==> src/rtl/tap_pkg.sv <==
`default_nettype none
// ============================================================================
// Module      : tap_pkg
// Description : Shared TAP definitions: 16-state controller encoding,
//               instruction opcodes, defaults and small decode helpers.
// Revision    : 1.0 - initial release
// ============================================================================
package tap_pkg;

    localparam int          IR_W_DEFAULT   = 3;
    localparam logic [31:0] IDCODE_DEFAULT = 32'h1000_0001;

    // 1149.1 controller states, explicit 4-bit encoding
    typedef enum logic [3:0] {
        TLR    = 4'h0,
        RTI    = 4'h1,
        SEL_DR = 4'h2,
        CAP_DR = 4'h3,
        SH_DR  = 4'h4,
        EX1_DR = 4'h5,
        PA_DR  = 4'h6,
        EX2_DR = 4'h7,
        UPD_DR = 4'h8,
        SEL_IR = 4'h9,
        CAP_IR = 4'hA,
        SH_IR  = 4'hB,
        EX1_IR = 4'hC,
        PA_IR  = 4'hD,
        EX2_IR = 4'hE,
        UPD_IR = 4'hF
    } tap_state_e;

    // Instruction opcodes (3-bit reference values, resized to IR_W at use)
    localparam logic [2:0] OP_EXTEST  = 3'b000;
    localparam logic [2:0] OP_SAMPLE  = 3'b001;
    localparam logic [2:0] OP_IDCODE  = 3'b010;
    localparam logic [2:0] OP_RUNBIST = 3'b011;
    localparam logic [2:0] OP_BYPASS  = 3'b111;

    // Which data register sits between tdi and tdo
    typedef enum logic [1:0] {
        DR_BOUNDARY = 2'd0,
        DR_IDCODE   = 2'd1,
        DR_BYPASS   = 2'd2
    } dr_sel_e;

    // True in the two states where tdo is driven
    function automatic logic is_shift_state(input tap_state_e s);
        return (s == SH_IR) || (s == SH_DR);
    endfunction

endpackage
`default_nettype wire

==> src/rtl/tap_ctrl_if.sv <==
`default_nettype none
// ============================================================================
// Module      : tap_ctrl_if
// Description : Pad-side serial pins plus boundary-chain / BILBO control
//               bundle of the TAP controller.
// Revision    : 1.0 - initial release
// ============================================================================
interface tap_ctrl_if;
    logic tms;
    logic tdi;
    logic tdo;
    logic tdo_en;
    logic bsr_so;
    logic bsr_si;
    logic bsr_capture;
    logic bsr_shift;
    logic bsr_en;
    logic bsr_update;
    logic bsr_sel;
    logic bist_b1;
    logic bist_b2;

    // Controller side
    modport master (
        input  tms, tdi, bsr_so,
        output tdo, tdo_en, bsr_si, bsr_capture, bsr_shift, bsr_en,
               bsr_update, bsr_sel, bist_b1, bist_b2
    );

    // Pads / boundary chain side
    modport slave (
        output tms, tdi, bsr_so,
        input  tdo, tdo_en, bsr_si, bsr_capture, bsr_shift, bsr_en,
               bsr_update, bsr_sel, bist_b1, bist_b2
    );
endinterface
`default_nettype wire

==> src/rtl/tap_fsm.sv <==
`default_nettype none
// ============================================================================
// Module      : tap_fsm
// Description : 16-state TAP controller; state register and tms-driven
//               next-state logic. Exposes current and next state.
// Revision    : 1.0 - initial release
// ============================================================================
module tap_fsm
    import tap_pkg::*;
(
    input  wire        clock,
    input  wire        rst_l,
    input  wire        tms,
    output tap_state_e state,
    output tap_state_e state_next
);

    tap_state_e state_q;
    tap_state_e state_d;

    // Next-state decode: 1149.1 transition graph driven by tms
    always_comb begin
        state_d = state_q;
        case (state_q)
            TLR:     state_d = tms ? TLR    : RTI;
            RTI:     state_d = tms ? SEL_DR : RTI;
            SEL_DR:  state_d = tms ? SEL_IR : CAP_DR;
            CAP_DR:  state_d = tms ? EX1_DR : SH_DR;
            SH_DR:   state_d = tms ? EX1_DR : SH_DR;
            EX1_DR:  state_d = tms ? UPD_DR : PA_DR;
            PA_DR:   state_d = tms ? EX2_DR : PA_DR;
            EX2_DR:  state_d = tms ? UPD_DR : SH_DR;
            UPD_DR:  state_d = tms ? SEL_DR : RTI;
            SEL_IR:  state_d = tms ? TLR    : CAP_IR;
            CAP_IR:  state_d = tms ? EX1_IR : SH_IR;
            SH_IR:   state_d = tms ? EX1_IR : SH_IR;
            EX1_IR:  state_d = tms ? UPD_IR : PA_IR;
            PA_IR:   state_d = tms ? EX2_IR : PA_IR;
            EX2_IR:  state_d = tms ? UPD_IR : SH_IR;
            UPD_IR:  state_d = tms ? SEL_DR : RTI;
            default: state_d = TLR;
        endcase
    end

    // State register; reset parks the controller in TLR from any state
    always_ff @(posedge clock) begin
        if (!rst_l) begin
            state_q <= TLR;
        end else begin
            state_q <= state_d;
        end
    end

    assign state      = state_q;
    assign state_next = state_d;

endmodule
`default_nettype wire

==> src/rtl/tap_ctrl.sv <==
`default_nettype none
// ============================================================================
// Module      : tap_ctrl
// Description : IEEE 1149.1 TAP controller: instruction register, IDCODE
//               and bypass data registers, tdo mux, boundary-chain strobes
//               and BILBO mode lines.
// Revision    : 1.0 - initial release
// ============================================================================
module tap_ctrl
    import tap_pkg::*;
#(
    parameter int          IR_W   = IR_W_DEFAULT,
    parameter logic [31:0] IDCODE = IDCODE_DEFAULT
) (
    input  wire               clock,
    input  wire               rst_l,
    tap_ctrl_if.master        bus
);

    localparam logic [IR_W-1:0] c_ir_extest  = IR_W'(OP_EXTEST);
    localparam logic [IR_W-1:0] c_ir_sample  = IR_W'(OP_SAMPLE);
    localparam logic [IR_W-1:0] c_ir_idcode  = IR_W'(OP_IDCODE);
    localparam logic [IR_W-1:0] c_ir_runbist = IR_W'(OP_RUNBIST);
    localparam logic [IR_W-1:0] c_ir_bypass  = IR_W'(OP_BYPASS);
    // Capture pattern: LSBs 01 as 1149.1 requires
    localparam logic [IR_W-1:0] c_ir_capture = IR_W'(1);

    tap_state_e w_state;
    tap_state_e w_state_next;

    logic [IR_W-1:0] ir_q,     ir_d;
    logic [IR_W-1:0] ir_sr_q,  ir_sr_d;
    logic [31:0]     id_sr_q,  id_sr_d;
    logic            bypass_q, bypass_d;
    logic            tlr_prev_q, tlr_prev_d;

    dr_sel_e w_dr_sel;
    logic    w_tdo;
    logic    w_bsr_capture;
    logic    w_bsr_shift;
    logic    w_bsr_en;
    logic    w_bsr_update;
    logic    w_tlr_entry;

    tap_fsm u_fsm (
        .clock      (clock),
        .rst_l      (rst_l),
        .tms        (bus.tms),
        .state      (w_state),
        .state_next (w_state_next)
    );

    // Data-register select from the active instruction; unknown codes bypass
    always_comb begin
        w_dr_sel = DR_BYPASS;
        case (ir_q)
            c_ir_extest, c_ir_sample: w_dr_sel = DR_BOUNDARY;
            c_ir_idcode:              w_dr_sel = DR_IDCODE;
            c_ir_runbist, c_ir_bypass: w_dr_sel = DR_BYPASS;
            default:                  w_dr_sel = DR_BYPASS;
        endcase
    end

    // Register next values: active IR loads on the edge into TLR/UPD_IR so the
    // new instruction is already in force during that state
    always_comb begin
        ir_d       = ir_q;
        ir_sr_d    = ir_sr_q;
        id_sr_d    = id_sr_q;
        bypass_d   = bypass_q;
        tlr_prev_d = (w_state == TLR);

        if (w_state_next == TLR) begin
            ir_d = c_ir_idcode;
        end else if (w_state_next == UPD_IR) begin
            ir_d = ir_sr_q;
        end

        case (w_state)
            CAP_IR: ir_sr_d = c_ir_capture;
            SH_IR:  ir_sr_d = {bus.tdi, ir_sr_q[IR_W-1:1]};
            CAP_DR: begin
                if (w_dr_sel == DR_IDCODE) id_sr_d  = IDCODE;
                if (w_dr_sel == DR_BYPASS) bypass_d = 1'b0;
            end
            SH_DR: begin
                if (w_dr_sel == DR_IDCODE) id_sr_d  = {bus.tdi, id_sr_q[31:1]};
                if (w_dr_sel == DR_BYPASS) bypass_d = bus.tdi;
            end
            default: ;
        endcase
    end

    // Register bank with synchronous active-low reset
    always_ff @(posedge clock) begin
        if (!rst_l) begin
            ir_q       <= c_ir_idcode;
            ir_sr_q    <= c_ir_capture;
            id_sr_q    <= '0;
            bypass_q   <= 1'b0;
            tlr_prev_q <= 1'b0;
        end else begin
            ir_q       <= ir_d;
            ir_sr_q    <= ir_sr_d;
            id_sr_q    <= id_sr_d;
            bypass_q   <= bypass_d;
            tlr_prev_q <= tlr_prev_d;
        end
    end

    // tdo mux and Moore boundary strobes decoded from state + active IR
    always_comb begin
        w_tdo         = 1'b0;
        w_bsr_capture = 1'b0;
        w_bsr_shift   = 1'b0;
        w_bsr_en      = 1'b0;
        w_bsr_update  = 1'b0;

        case (w_state)
            SH_IR: w_tdo = ir_sr_q[0];
            SH_DR: begin
                case (w_dr_sel)
                    DR_BOUNDARY: w_tdo = bus.bsr_so;
                    DR_IDCODE:   w_tdo = id_sr_q[0];
                    default:     w_tdo = bypass_q;
                endcase
            end
            default: ;
        endcase

        if (w_dr_sel == DR_BOUNDARY) begin
            w_bsr_capture = (w_state == CAP_DR) || (w_state == SH_DR);
            w_bsr_shift   = (w_state == SH_DR);
            w_bsr_en      = (w_state == CAP_DR) || (w_state == SH_DR);
            w_bsr_update  = (w_state == UPD_DR);
        end
    end

    // First cycle after entering TLR (or after reset) drops both BILBO lines
    assign w_tlr_entry = (w_state == TLR) && !tlr_prev_q;

    assign bus.tdo         = w_tdo;
    assign bus.tdo_en      = is_shift_state(w_state);
    assign bus.bsr_si      = bus.tdi;
    assign bus.bsr_capture = w_bsr_capture;
    assign bus.bsr_shift   = w_bsr_shift;
    assign bus.bsr_en      = w_bsr_en;
    assign bus.bsr_update  = w_bsr_update;
    assign bus.bsr_sel     = (ir_q == c_ir_extest);
    assign bus.bist_b1     = !w_tlr_entry;
    assign bus.bist_b2     = (ir_q == c_ir_runbist) && (w_state == RTI);

endmodule
`default_nettype wire

==> src/flat_wrapper.sv <==
// flat-port wrapper written by rule: the top's interface ports become plain ports
module tap_ctrl_flat import tap_pkg::*;
#(
    parameter int          IR_W   = IR_W_DEFAULT,
    parameter logic [31:0] IDCODE = IDCODE_DEFAULT
)
  (clock, rst_l, bus_tms, bus_tdi, bus_bsr_so, bus_tdo, bus_tdo_en, bus_bsr_si, bus_bsr_capture, bus_bsr_shift, bus_bsr_en, bus_bsr_update, bus_bsr_sel, bus_bist_b1, bus_bist_b2);
  tap_ctrl_if bus_i ();
  input  wire clock;
  input  wire rst_l;
  input wire logic [$bits(bus_i.tms)-1:0] bus_tms;
  input wire logic [$bits(bus_i.tdi)-1:0] bus_tdi;
  input wire logic [$bits(bus_i.bsr_so)-1:0] bus_bsr_so;
  output wire logic [$bits(bus_i.tdo)-1:0] bus_tdo;
  output wire logic [$bits(bus_i.tdo_en)-1:0] bus_tdo_en;
  output wire logic [$bits(bus_i.bsr_si)-1:0] bus_bsr_si;
  output wire logic [$bits(bus_i.bsr_capture)-1:0] bus_bsr_capture;
  output wire logic [$bits(bus_i.bsr_shift)-1:0] bus_bsr_shift;
  output wire logic [$bits(bus_i.bsr_en)-1:0] bus_bsr_en;
  output wire logic [$bits(bus_i.bsr_update)-1:0] bus_bsr_update;
  output wire logic [$bits(bus_i.bsr_sel)-1:0] bus_bsr_sel;
  output wire logic [$bits(bus_i.bist_b1)-1:0] bus_bist_b1;
  output wire logic [$bits(bus_i.bist_b2)-1:0] bus_bist_b2;
  assign bus_i.tms = bus_tms;
  assign bus_i.tdi = bus_tdi;
  assign bus_i.bsr_so = bus_bsr_so;
  assign bus_tdo = bus_i.tdo;
  assign bus_tdo_en = bus_i.tdo_en;
  assign bus_bsr_si = bus_i.bsr_si;
  assign bus_bsr_capture = bus_i.bsr_capture;
  assign bus_bsr_shift = bus_i.bsr_shift;
  assign bus_bsr_en = bus_i.bsr_en;
  assign bus_bsr_update = bus_i.bsr_update;
  assign bus_bsr_sel = bus_i.bsr_sel;
  assign bus_bist_b1 = bus_i.bist_b1;
  assign bus_bist_b2 = bus_i.bist_b2;
  tap_ctrl #(.IR_W(IR_W), .IDCODE(IDCODE)) u_core (.clock(clock), .rst_l(rst_l), .bus(bus_i));
endmodule
==> config.mk <==
export PLATFORM = sky130hd
export DESIGN_NAME = tap_ctrl_flat
export DESIGN_NICKNAME = d
export VERILOG_FILES = /design/src/rtl/tap_pkg.sv /design/src/rtl/tap_ctrl_if.sv /design/src/rtl/tap_fsm.sv /design/src/rtl/tap_ctrl.sv /design/src/flat_wrapper.sv
export SDC_FILE = /design/constraint.sdc
export NUM_CORES = 1
export LEC_CHECK = 0
export CAP_MARGIN = 10
export CORE_MARGIN = 3
export CORE_UTILIZATION = 50
export DETAILED_ROUTE_END_ITERATION = 6
export PLACE_DENSITY = 0.75
export SLEW_MARGIN = 0
export SYNTH_ARGS = -nofsm -noshare
export SYNTH_HDL_FRONTEND = slang
export SYNTH_HIERARCHICAL = 1
export SYNTH_SLANG_ARGS = --single-unit
==> constraint.sdc <==
create_clock -name clock -period 2.6 [get_ports clock]
set_clock_uncertainty 0.1 [all_clocks]
set_input_delay 0.39 -clock clock [delete_from_list [all_inputs] [get_ports clock]]
set_output_delay 0.39 -clock clock [all_outputs]
set_load 0.01 [all_outputs]
==> metrics.md <==
| Metric | Value |
|---|---|
| Max FO, Critical Path | 4 |
| CTS buffer count | 5 |
| Clock tree from TritonCTS | done |
| Initial DRT Pass Iterations | 4 |
| Crit. End Element | primary output |
| Status | finished clean |
| Grt ovf | 0 |
| Share of cells above drive strength 1 | 0.124 |
| Die Wd | 68.4 um |
| Via count | around 1600 |
| #FFs+latches synth | 44 |
| Most common cell after layout, fill and taps aside | dfxtp_1 |
| Routed len/inst | approximately 13 um |
| Syn Inst Count | 216 |
| Number of global-route vias before repair | ~1300 |
| Slew Limit Headroom | 0.629 |
| WP data arrival | ~2 ns |
| Worst VDD drop | 0.000421 V |
| Core ar. | about 0.0037 mm^2 |
| Fmax | 405 MHz |
| Area after DPL | 0.00203 mm^2 |
| ANT nets after route | 0 |
| PwrDens | ~620 mW/mm^2 |
| Gpl congestion | 0.847 |
| Syn_nets | 221 |
| Starting Density | 0.524 |
| First-pass GRT wire length | between 6000 and 7000 um |
| # rows | 22 |
| CP peak stage delay | ~0.57 ns |
| CTS root buf | clkbuf_8 |
| Initial antenna violation count | 0 |
| CTS Hold Bufs | 0 |
| Critical path launch point type | flip-flop |
| Slowest library cell on the worst path | clkdlybuf4s50_1 |
| Htree depth | 2 |
| Fin util | 0.587 |
| CP cell instances | or4bb_1, a21boi_1, clkdlybuf4s50_1 |
| P_leak | around 0.82 nW |
| WHS | 0.372 ns |
| Post-layout instance area | roughly 0.0022 mm^2 |
| Kind of critical path | flip-flop to primary output |
| Critical path data required time | around 2.1 ns |
| Port Buffers | 14 |
| Die ar. | about 0.0047 mm^2 |
| Unrepaired setup endpoints after global routing | no |
| GRT Total Usage | 0.169 |
| Area of the mapped netlist | between 0.0015 and 0.002 mm^2 |
| DP Wirelength | 2340 um |
| Largest net degree at the start of global routing | 33 |
| Minimum clock period | around 2.5 ns |
| Vias/cell | ~5.8 |
| Clk pin slew, worst setup/hold paths | ~0.08 ns |
| Top_reg_cell synth | dfxtp_1 |
| Area grow syn2layout | 12.2% |
| Final wirelength | 3660 um |
| Cell variety after synth | between 40 and 50 |
| EDFF count, synth | 0 |
| Slew at the pin with the worst max-slew slack | between 0.5 and 0.6 ns |
| Die height | 68.4 um |
| Clock sinks | 44 |
| Drt drc | 0 |
| Final net count | 230 |
| Total of max-cap violations | 0 |
| # diodes | 0 |
| Worst skew pair latency | roughly 0.29 ns |
| Slew Viols, Final | 0 |
| Sequential fraction of the synthesis area | 0.453 |
| Hold Fails Final Rpt | 0 |
| Most frequent cells in the layout | dfxtp_1 (43), nand2_1 (40), o22ai_1 (31) |
| Crit path buffers/inverters | 1 |
| YS warnings | 6 |
| DRT iter0 DRCs | 107 |
| Fraction of registers with async set/reset | 0 |
| Family with the most delay on the worst path | buffers and inverters |
| Setup TNS Final | 0 ns |
| Mapped Avg Cell Area | about 9 um^2 |
| Final period util | 0.949 |
| Final setup fails | 0 |
| I/O Pins | 15 |
| Worst hold path class | flip-flop to flip-flop |
| Longest Clk Path Bufs | 2 |
final cells by class:
cell class,count,area (um^2)
Clock inverter,2,38.8
Timing Repair Buffer,25,228
Sequential cell,44,882
Fill cell,325,1530
Clock buffer,6,82.6
Inverter,6,22.5
Multi-Input combinational cell,143,868
Tap cell,48,60.1
per-stage QoR:
stage	setup WS (ns)	cells	power, W
after floorplan	0.492	216	0.000798
after global placement	0.219	263	0.000822
after detailed placement	0.180	263	0.000823
after CTS	0.0220	274	0.00136
after global routing	0.0532	274	0.00140
final	0.132	274	0.00135
cell usage after synthesis, types with 2 or more instances:
cell type	n	share of area
a211o_1	2	0.0090
a21boi_0	3	0.012
a21oi_1	6	0.015
a31oi_1	2	0.0064
and3_1	2	0.0064
buf_2	4	0.010
buf_4	2	0.0077
buf_6	8	0.046
clkbuf_1	6	0.012
clkbuf_8	2	0.014
dfxtp_1	44	0.45
inv_1	5	0.0096
mux2i_1	2	0.010
nand2_1	40	0.077
nand3_1	5	0.013
nand3b_1	3	0.012
nor2_1	8	0.015
nor2b_1	3	0.0096
nor3_1	7	0.018
nor3b_1	2	0.0077
o21ai_0	2	0.0051
o221a_1	2	0.012
o22ai_1	31	0.10
or2b_2	2	0.0090
tightest hold or removal path, cell delays in order (launching register included):
cell	delay, ns
dfxtp_1	0.31
nand2_1	0.05
o22ai_1	0.06
final timing paths:
path         cells past startpoint                   from            endpoint  slack (ns)
min reg2reg                      2     u_core/id_sr_q[28]  u_core/id_sr_q[27]        0.37
max                              3  u_core/u_fsm/state[1]          bus_bsr_en        0.13
min                              2     u_core/id_sr_q[28]  u_core/id_sr_q[27]        0.37
max reg2reg                      5  u_core/u_fsm/state[1]  u_core/id_sr_q[28]        0.28
report_power, final:
part | switching [W] | leakage, nW | internal, W
Combinational | 0.0000681 | 0.399 | 0.0000534
Sequential | 0.00000799 | 0.355 | 0.000682
Clock | 0.000226 | 0.0614 | 0.000314
sequential cells by signal (all words and copies together), names as in the netlist:
register	cells
u_core/tlr_prev_q	1
u_core/ir_sr_q	3
u_core/id_sr_q	32
u_core/bypass_q	1
u_core/ir_q	3
u_core/u_fsm/state	4
logic make-up (layout without fill, tap and decap cells):
kind of cell	count (synthesis)	count (layout)	synth area share
DFF	44	44	0.453
buffers and inverters	29	39	0.104
and+or+nand+nor	83	83	0.220
xor gates and xnor gates	1	1	0.00450
muxes	2	2	0.0103
AOI/OAI and AO/OA	57	57	0.209
metal layers:
layer,GRT usage,part of all wire,vias up
met5,0,0,-
met4,0.0670,0.012,0
met3,0.0394,0.038,4
met2,0.226,0.42,25
met1,0.256,0.53,754
li1,-,-,800
what timing repair did:
item                       in CTS  in global routing
pin swaps                       1                  0
resized for setup               0                  5
setup buffers                   3                  0
setup endpoints to repair       3                  4
gates cloned                    0                  0
Power figures use the tool's default switching activity.
